$ cat src/rtl/axis_packet_arbiter_pkg.sv
// Shared types and width helpers for the AXI-Stream packet arbiter.
package axis_arb_pkg;

  localparam int unsigned StateWidth = 2;

  typedef enum logic [StateWidth-1:0] {
    StIdle = 2'd0,
    StPass = 2'd1,
    StDrop = 2'd2
  } arb_state_e;

  // Width of a source index; a single source still needs one bit.
  function automatic int unsigned idx_width(int unsigned n);
    return (n > 1) ? $clog2(n) : 1;
  endfunction

  // Width of the beat counter for a given slot length.
  function automatic int unsigned cnt_width(int unsigned max_len);
    return $clog2(max_len + 1);
  endfunction

endpackage

$ cat src/rtl/axis_packet_arbiter_if.sv
// Bundles the N source streams and the single forwarded stream.
// master: arbiter view (drives the merged stream and the source readies).
// slave:  environment view (drives the sources and the downstream ready).
interface axis_packet_arbiter_if #(
  parameter int unsigned NUM_INPUTS = 4,
  parameter int unsigned DATA_WIDTH = 32,
  parameter int unsigned TID_WIDTH  = 8
) ();

  logic [NUM_INPUTS*DATA_WIDTH-1:0] s_axis_tdata;
  logic [NUM_INPUTS-1:0]            s_axis_tvalid;
  logic [NUM_INPUTS-1:0]            s_axis_tready;
  logic [NUM_INPUTS-1:0]            s_axis_tlast;
  logic [DATA_WIDTH-1:0]            m_axis_tdata;
  logic                             m_axis_tvalid;
  logic                             m_axis_tready;
  logic                             m_axis_tlast;
  logic [TID_WIDTH-1:0]             m_axis_tid;

  modport master (
    input  s_axis_tdata,
    input  s_axis_tvalid,
    output s_axis_tready,
    input  s_axis_tlast,
    output m_axis_tdata,
    output m_axis_tvalid,
    input  m_axis_tready,
    output m_axis_tlast,
    output m_axis_tid
  );

  modport slave (
    output s_axis_tdata,
    output s_axis_tvalid,
    input  s_axis_tready,
    output s_axis_tlast,
    input  m_axis_tdata,
    input  m_axis_tvalid,
    output m_axis_tready,
    input  m_axis_tlast,
    input  m_axis_tid
  );

endinterface

$ cat src/rtl/axis_packet_arbiter_rr_priority_select.sv
// Round-robin pick: first set request strictly after the pointer, wrapping.
module rr_priority_select
  import axis_arb_pkg::*;
#(
  parameter int unsigned  NUM_INPUTS = 4,
  localparam int unsigned IdxW       = idx_width(NUM_INPUTS)
) (
  input  logic [NUM_INPUTS-1:0] req,
  input  logic [IdxW-1:0]       pointer,
  output logic                  found,
  output logic [IdxW-1:0]       index
);

  logic [2*NUM_INPUTS-1:0] req_dbl;
  logic [2*NUM_INPUTS-1:0] masked;

  // Doubling the request vector turns the wrap-around search into a plain
  // lowest-set-bit search above the pointer.
  always_comb begin
    req_dbl = {req, req};
    masked  = '0;
    for (int j = 0; j < 2 * NUM_INPUTS; j++) begin
      masked[j] = req_dbl[j] && (j > int'(pointer));
    end
    found = |req;
    index = '0;
    for (int j = 2 * NUM_INPUTS - 1; j >= 0; j--) begin
      if (masked[j]) begin
        index = IdxW'(j % NUM_INPUTS);
      end
    end
  end

endmodule

$ cat src/rtl/axis_packet_arbiter.sv
// Whole-packet round-robin arbiter feeding one downstream packet buffer.
// Packets longer than MAX_PKT_LEN get a forced tlast and the rest is drained.
module axis_packet_arbiter
  import axis_arb_pkg::*;
#(
  parameter int unsigned  NUM_INPUTS  = 4,
  parameter int unsigned  DATA_WIDTH  = 32,
  parameter int unsigned  TID_WIDTH   = 8,
  parameter int unsigned  MAX_PKT_LEN = 16,
  localparam int unsigned IdxW        = idx_width(NUM_INPUTS)
) (
  input  logic                  aclk,
  input  logic                  aresetn,
  axis_packet_arbiter_if.master axis,
  output logic [IdxW-1:0]       grant_idx,
  output logic                  busy,
  output logic                  trunc_pulse
);

  localparam int unsigned        CntW    = cnt_width(MAX_PKT_LEN);
  localparam logic [CntW-1:0]    CntLast = CntW'(MAX_PKT_LEN - 1);
  localparam logic [IdxW-1:0]    PtrInit = IdxW'(NUM_INPUTS - 1);

  arb_state_e      state_q, state_d;
  logic [IdxW-1:0] grant_q;
  logic [IdxW-1:0] ptr_q;
  logic [CntW-1:0] cnt_q;
  logic            trunc_q;

  logic            sel_found;
  logic [IdxW-1:0] sel_index;
  logic            g_valid;
  logic            g_last;
  logic            at_limit;
  logic            pass_hs;
  logic            drop_hs;

  rr_priority_select #(
    .NUM_INPUTS(NUM_INPUTS)
  ) u_sel (
    .req    (axis.s_axis_tvalid),
    .pointer(ptr_q),
    .found  (sel_found),
    .index  (sel_index)
  );

  // Granted-source handshake terms shared by FSM, counter and outputs.
  always_comb begin
    g_valid  = axis.s_axis_tvalid[grant_q];
    g_last   = axis.s_axis_tlast[grant_q];
    at_limit = (cnt_q == CntLast);
    pass_hs  = (state_q == StPass) && g_valid && axis.m_axis_tready;
    drop_hs  = (state_q == StDrop) && g_valid;
  end

  // State register.
  always_ff @(posedge aclk) begin
    if (!aresetn) begin
      state_q <= StIdle;
    end else begin
      state_q <= state_d;
    end
  end

  // Next-state logic; source tlast wins over the length limit.
  always_comb begin
    state_d = state_q;
    unique case (state_q)
      StIdle: begin
        if (sel_found) state_d = StPass;
      end
      StPass: begin
        if (pass_hs) begin
          if (g_last)        state_d = StIdle;
          else if (at_limit) state_d = StDrop;
        end
      end
      StDrop: begin
        if (drop_hs && g_last) state_d = StIdle;
      end
      default: state_d = StIdle;
    endcase
  end

  // Grant, round-robin pointer, beat counter and truncation pulse.
  always_ff @(posedge aclk) begin
    if (!aresetn) begin
      grant_q <= '0;
      ptr_q   <= PtrInit;
      cnt_q   <= '0;
      trunc_q <= 1'b0;
    end else begin
      trunc_q <= pass_hs && !g_last && at_limit;
      unique case (state_q)
        StIdle: begin
          cnt_q <= '0;
          if (sel_found) begin
            grant_q <= sel_index;
            ptr_q   <= sel_index;
          end
        end
        StPass: begin
          if (pass_hs && !g_last && !at_limit) cnt_q <= cnt_q + CntW'(1);
        end
        default: ;
      endcase
    end
  end

  // Output mux and ready steering; only the granted source ever sees ready.
  always_comb begin
    axis.s_axis_tready = '0;
    axis.m_axis_tvalid = 1'b0;
    axis.m_axis_tdata  = '0;
    axis.m_axis_tlast  = 1'b0;
    axis.m_axis_tid    = '0;
    unique case (state_q)
      StPass: begin
        axis.m_axis_tvalid          = g_valid;
        axis.m_axis_tdata           = axis.s_axis_tdata[grant_q*DATA_WIDTH +: DATA_WIDTH];
        axis.m_axis_tlast           = g_last || at_limit;
        axis.m_axis_tid             = TID_WIDTH'(grant_q);
        axis.s_axis_tready[grant_q] = axis.m_axis_tready;
      end
      StDrop: begin
        axis.s_axis_tready[grant_q] = 1'b1;
      end
      default: ;
    endcase
  end

  assign grant_idx   = grant_q;
  assign busy        = (state_q != StIdle);
  assign trunc_pulse = trunc_q;

endmodule

$ cat src/flat_wrapper.sv
// flat-port wrapper written by rule: the top's interface ports become plain ports
module axis_packet_arbiter_flat import axis_arb_pkg::*;
#(
  parameter int unsigned  NUM_INPUTS  = 4,
  parameter int unsigned  DATA_WIDTH  = 32,
  parameter int unsigned  TID_WIDTH   = 8,
  parameter int unsigned  MAX_PKT_LEN = 16,
  localparam int unsigned IdxW        = idx_width(NUM_INPUTS)
)
  (aclk, aresetn, grant_idx, busy, trunc_pulse, axis_s_axis_tdata, axis_s_axis_tvalid, axis_s_axis_tready, axis_s_axis_tlast, axis_m_axis_tdata, axis_m_axis_tvalid, axis_m_axis_tready, axis_m_axis_tlast, axis_m_axis_tid);
  axis_packet_arbiter_if #(.NUM_INPUTS(NUM_INPUTS), .DATA_WIDTH(DATA_WIDTH), .TID_WIDTH(TID_WIDTH)) axis_i ();
  input  logic aclk;
  input  logic aresetn;
  output logic [IdxW-1:0] grant_idx;
  output logic busy;
  output logic trunc_pulse;
  input wire logic [$bits(axis_i.s_axis_tdata)-1:0] axis_s_axis_tdata;
  input wire logic [$bits(axis_i.s_axis_tvalid)-1:0] axis_s_axis_tvalid;
  output wire logic [$bits(axis_i.s_axis_tready)-1:0] axis_s_axis_tready;
  input wire logic [$bits(axis_i.s_axis_tlast)-1:0] axis_s_axis_tlast;
  output wire logic [$bits(axis_i.m_axis_tdata)-1:0] axis_m_axis_tdata;
  output wire logic [$bits(axis_i.m_axis_tvalid)-1:0] axis_m_axis_tvalid;
  input wire logic [$bits(axis_i.m_axis_tready)-1:0] axis_m_axis_tready;
  output wire logic [$bits(axis_i.m_axis_tlast)-1:0] axis_m_axis_tlast;
  output wire logic [$bits(axis_i.m_axis_tid)-1:0] axis_m_axis_tid;
  assign axis_i.s_axis_tdata = axis_s_axis_tdata;
  assign axis_i.s_axis_tvalid = axis_s_axis_tvalid;
  assign axis_s_axis_tready = axis_i.s_axis_tready;
  assign axis_i.s_axis_tlast = axis_s_axis_tlast;
  assign axis_m_axis_tdata = axis_i.m_axis_tdata;
  assign axis_m_axis_tvalid = axis_i.m_axis_tvalid;
  assign axis_i.m_axis_tready = axis_m_axis_tready;
  assign axis_m_axis_tlast = axis_i.m_axis_tlast;
  assign axis_m_axis_tid = axis_i.m_axis_tid;
  axis_packet_arbiter #(.NUM_INPUTS(NUM_INPUTS), .DATA_WIDTH(DATA_WIDTH), .TID_WIDTH(TID_WIDTH), .MAX_PKT_LEN(MAX_PKT_LEN)) u_core (.aclk(aclk), .aresetn(aresetn), .axis(axis_i), .grant_idx(grant_idx), .busy(busy), .trunc_pulse(trunc_pulse));
endmodule
$ cat config.mk
export PLATFORM = sky130hd
export DESIGN_NAME = axis_packet_arbiter_flat
export DESIGN_NICKNAME = d
export VERILOG_FILES = /design/src/rtl/axis_packet_arbiter_pkg.sv /design/src/rtl/axis_packet_arbiter_if.sv /design/src/rtl/axis_packet_arbiter_rr_priority_select.sv /design/src/rtl/axis_packet_arbiter.sv /design/src/flat_wrapper.sv
export SDC_FILE = /design/constraint.sdc
export NUM_CORES = 1
export LEC_CHECK = 0
export ABC_AREA = 1
export CAP_MARGIN = 20
export CORE_UTILIZATION = 29
export DETAILED_ROUTE_END_ITERATION = 8
export PLACE_DENSITY_LB_ADDON = 0.08
export REMOVE_ABC_BUFFERS = 1
export SLEW_MARGIN = 0
export SYNTH_ARGS = -nofsm -noshare
export SYNTH_HDL_FRONTEND = slang
export SYNTH_SLANG_ARGS = --single-unit
export TNS_END_PERCENT = 50
$ cat constraint.sdc
create_clock -name aclk -period 1.7 [get_ports aclk]
set_input_delay 0.425 -clock aclk [delete_from_list [all_inputs] [get_ports aclk]]
set_output_delay 0.425 -clock aclk [all_outputs]
set_load 0.02 [all_outputs]
== After elaboration in Yosys (flattened, before gate mapping) ==
Cells that the tools add are included.
Word-level totals
  register bits: 12
  bits of input ports: 139
  word-level logic and storage cells: 68
Operators by class
  add/sub/neg operators: 1
  $lt $le $gt $ge: 5
  eq/ne operators: 8
  shift-type cells: 1
  mux-type cells: 26
  bitwise gates (word level): 1
  reductions and logical operators: 21
Operator list (count)
  variable part select 128 x 8 -> 32 bit: 1
  2-to-1 mux 32 bit: 1
  2-to-1 mux 2 bit: 13
  logical AND 1 bit: 11
  case mux 5 bit (2 select lines): 1
  case mux 4 bit (2 select lines): 1
  case mux 2 bit (3 select lines): 1
  adder 5 x 1 -> 5 bit, second input constant: 1
  == test 5 x 4 -> 1 bit, second input constant: 1
  2-to-1 mux 1 bit: 5
  2-to-1 mux 5 bit: 1
  AND 4 bit: 1
  binary-select mux 1 bit (select 2 bit): 2
  greater-than comparator 2 bit, first input constant: 2
  != test 2 x 1 -> 1 bit, second input constant: 2
  != test 2 bit, second input constant: 2
  AND reduction 2 bit: 2
  AND reduction 4 bit: 1
  nonzero test 2 bit: 2
  OR reduction 4 bit: 1
  < comparator 2 x 3 -> 1 bit, second input constant: 1
  != test 3 x 1 -> 1 bit, second input constant: 1
  demux 1 bit (select 2 bit): 1
  == test 2 x 1 -> 1 bit, second input constant: 1
  6 further kinds: 7

== Longest topological paths before layout ==
  word-level depth: 8
  gate-level depth with buffers: 13

== Cells and area by module ==
Synthesis repeated with hierarchy kept, for this count alone.
Unflattened totals
  cells, all modules: 311
  area, all modules: 1759.2 um^2
By module, submodules not included
  axis_packet_arbiter: instances 1, cells an instance 289, area an instance 1671.6 um^2, sequential area each 240.2 um^2
  rr_priority_select: instances 1, cells an instance 22, area an instance 87.6 um^2, sequential area each 0.0 um^2

== Least setup slack after synthesis ==
Ideal clock, no wire load.
  kind: flip-flop to output port
  from: reg u_core.grant_q[0], in the netlist u_core.grant_idx[0]
  to: out axis_m_axis_tdata[10]
  data arrival time: 1.559 ns
  data required time: 1.275 ns
  path slack: -0.284 ns
  cell stages (with the launch flop): 8
  buffers on the path: 3
  cells stage by stage: dfxtp_1 buf_6 inv_2 buf_6 nor2_2 buf_2 a22oi_1 a31oi_1
Between the ends
  word-level cells in the longest chain between the ends: 2
RTL lines
  start: declaration: RTL line axis_packet_arbiter.sv:25  | logic [IdxW-1:0] grant_q;
  start signal: assignment: RTL line axis_packet_arbiter.sv:98  | grant_q <= sel_index;
  variable part select 128 x 8 -> 32 bit: RTL line axis_packet_arbiter.sv:120  | axis.m_axis_tdata = axis.s_axis_tdata[grant_q*DATA_WIDTH +: DATA_WIDTH];
  2-to-1 mux 32 bit: RTL line axis_packet_arbiter.sv:117  | unique case (state_q)
  end: declaration: RTL line flat_wrapper.sv:21  | output wire logic [$bits(axis_i.m_axis_tdata)-1:0] axis_m_axis_tdata;
No other way between the ends.

== Final worst setup path ==
  from: reg u_core.grant_q[1], in the netlist u_core.grant_idx[1]
  to: out axis_m_axis_tdata[19]
Same word-level chain as after synthesis.

==> Implementation_results.wiki <==
{| class="wikitable"
! Metric !! Value
|-
| Post-route design area || 0.00438 mm²
|-
| Final clock skew || 0.00735 ns
|-
| Synthesized area divided by synthesized cell count || 5.96 µm²
|-
| Violation count after the first detailed-route iteration || 120
|-
| Number of iterations in the first detailed-routing pass || 4
|-
| Cell area power density || 1230 mW/mm²
|-
| Wire length of the first global-routing pass || 14000 µm
|-
| # rows || 28
|-
| Leakage power || 1.82 nW
|-
| Worst min-delay path class || reg -> reg
|-
| Share of final-layout standard cells stronger than drive strength 1 || 0.309
|-
| Failing checks || setup timing
|-
| Max-cap violations || 0
|-
| CP Capture Type || output pin
|-
| Chip Width || 81.1 µm
|-
| Via count of the first global-routing pass || 2851
|-
| Final worst-path setup slack || -0.259 ns
|-
| Clk slew on worst S/H paths || 0.05 ns
|-
| Nets || 670
|-
| Routed wire length per instance || around 17 µm
|-
| Total power draw || roughly 5.4 mW
|-
| Number of top-level design ports || 189
|-
| CTS H-tree lvls || 1
|-
| Aggregate global routing overflow || 0
|-
| Post-synthesis instance area || 0.00181 mm²
|-
| PortBufs || roughly 180
|-
| Final hold violation count || 0
|-
| Post-synth top area cell || nand3_1
|-
| Worst-case vdd ir drop || 872 µV
|-
| Antenna diodes || 0
|-
| Unrepaired setup endpoints after global routing || true
|-
| Final setup viols || 38
|-
| Die boundary height || 81.1 µm
|-
| Critical path arrival || 1.53 ns
|-
| Max Clock Freq || slightly above 500 MHz
|-
| Global-route total usage across every layer || 0.275
|-
| Critical-path maximum fanout || 7
|-
| Run status || finished, violations left
|-
| Final routed DRC violation total || 0
|-
| Count of synthesis-stage warnings from yosys || 0
|-
| Number of storage elements in the synthesis netlist || 12
|-
| Initial antenna violation count || 0
|-
| Area share of the largest cell type after synthesis || 0.213
|-
| Library cell used as clock root buffer || clkbuf_8
|-
| Placed Area || 0.00400 mm²
|-
| Core Util, Final || 0.731
|-
| DR vias || 3154
|-
| Detail Route Antenna Nets || 0
|-
| Post-synth cell types || 31
|-
| Final period demand of the worst path || 1.96 ns
|-
| TritonCTS clock tree || done
|-
| Number of buffers created by CTS || 3
|-
| Worst-skew pair later-pin latency || 0.24 ns
|-
| Fin crit share || 1.15
|-
| Sink count of the clock tree || 12
|-
| Pin count of the biggest net entering global routing || 28
|-
| Floorplan Core Area || 0.00599 mm²
|-
| Critical Path RT || around 1.3 ns
|-
| Final non-filler cell total || roughly 600
|-
| Most frequent cells in the layout || clkdlybuf4s50_1 (135), buf_4 (77), nand3_1 (76)
|-
| Total placed cells including tap cells || 580
|-
| Layout overhead on the synthesized area || 142%
|-
| Kind of critical path || reg -> out
|-
| Total die area || 0.00657 mm²
|-
| Detail Placement HPWL || around 7400 µm
|-
| Cell types with the largest area share after synthesis || nand3_1 (21%), dfxtp_1 (13%), a22oi_1 (13%), a31oi_1 (11%), nand2_1 (9.7%)
|-
| Share of the yosys chip area belonging to registers || 0.133
|-
| Type of origin of the critical path || flip-flop
|-
| Wire length after detailed routing || ~10000 µm
|-
| Hold_buf cts || 0
|-
| Final max-slew violation count || 0
|-
| Initial core utilization || 0.303
|-
| Vias per cell || 5.27
|-
| Final weighted congestion in routability-driven placement || 0.873
|-
| Most common library cell in the layout ignoring fill and taps || clkdlybuf4s50_1
|-
| Max clock buf depth || 2
|-
| Synthesized netlist cell count || just over 300
|}
-- critical path: stages, from the launching register on --
cell and delay [ns]:
dfxtp_4 0.37, nor2_4 0.17, buf_6 0.17, buf_12 0.13, a22oi_1 0.07, a31oi_1 0.20, buf_4 0.18
-- sequential cells by signal (all words and copies together), names as in the netlist --
| register | count |
|---|---|
| u_core.cnt_q | 5 |
| u_core.grant_idx | 2 |
| u_core.ptr_q | 2 |
| u_core.state_q | 2 |
| u_core.trunc_pulse | 1 |
-- routing by layer --
metal | global-route usage | part of all wire
met1 | 0.302 | 0.39
met5 | 0 | 0
met2 | 0.518 | 0.51
met3 | 0.0528 | 0.073
met4 | 0.100 | 0.027
-- metrics by stage --
step                      hold WS [ns]  setup TNS, ns  setup WS [ns]
after global routing             0.562          -9.38         -0.313
final                            0.522          -6.78         -0.259
after detailed placement         0.509         -21.70         -0.739
after floorplan                  0.447         -70.38          -1.70
after CTS                        0.518          -6.58         -0.231
after global placement           0.508         -20.83         -0.699
-- repair_timing --
action	in CTS	in global routing
buffers inserted	9	4
setup endpoints to repair	46	46
gates cloned	2	2
hold endpoints to repair	0	0
resized for setup	252	63
pin swaps	8	16
-- cells by family after synthesis --
kind of cell / Yosys count / share of synthesized area
simple gates: 150 / 0.382
compound gates: 82 / 0.300
buf+inv: 53 / 0.145
flops: 12 / 0.133
fa+ha+maj: 5 / 0.0345
xor+xnor: 1 / 0.00483
other cells: 1 / 0.00207
-- worst paths after layout --
| check | cells past startpoint | endpoint | start | slack, ns |
|---|---|---|---|---|
| setup / recovery | 6 | axis_m_axis_tdata[19] | u_core.grant_idx[1] | -0.26 |
| hold / removal | 2 | u_core.ptr_q[0] | u_core.ptr_q[0] | 0.52 |
| setup reg to reg | 9 | u_core.cnt_q[4] | u_core.grant_idx[1] | 0.01 |
| hold reg to reg | 2 | u_core.ptr_q[0] | u_core.ptr_q[0] | 0.52 |
-- synthesized netlist by cell type, drive strengths merged --
| cell type | n |
|---|---|
| nand3 | 77 |
| nand2 | 48 |
| a22oi | 32 |
| a31oi | 32 |
| buf | 21 |
| inv | 19 |
| nor2 | 16 |
| clkbuf | 12 |
| dfxtp | 12 |
| a21oi | 10 |
| ha | 5 |
| o21ai | 5 |
| nor3 | 4 |
| o211ai | 2 |
| clkinv | 1 |
| conb | 1 |
| nand3b | 1 |
| nand4 | 1 |
| nor3b | 1 |
| nor4 | 1 |
| o2111ai | 1 |
| or2 | 1 |
| xor2 | 1 |
-- power breakdown --
part           leakage [nW]  switching (mW)  total (mW)  internal (mW)
Sequential            0.101          0.0701       0.428          0.358
Clock                0.0216           0.109       0.265          0.156
Combinational          1.69            2.41        4.69           2.28
Total                  1.82            2.59        5.38           2.79
-- final cells by class --
cell class / instances / area [µm²]
timing repair buffer: 245 / 2390
fill: 471 / 1610
multi-input combinational: 244 / 1520
sequential: 12 / 253
tap: 75 / 93.8
inverter: 20 / 78.8
clock buffer: 3 / 41.3
No activity file was read; power rests on OpenSTA's default activity.
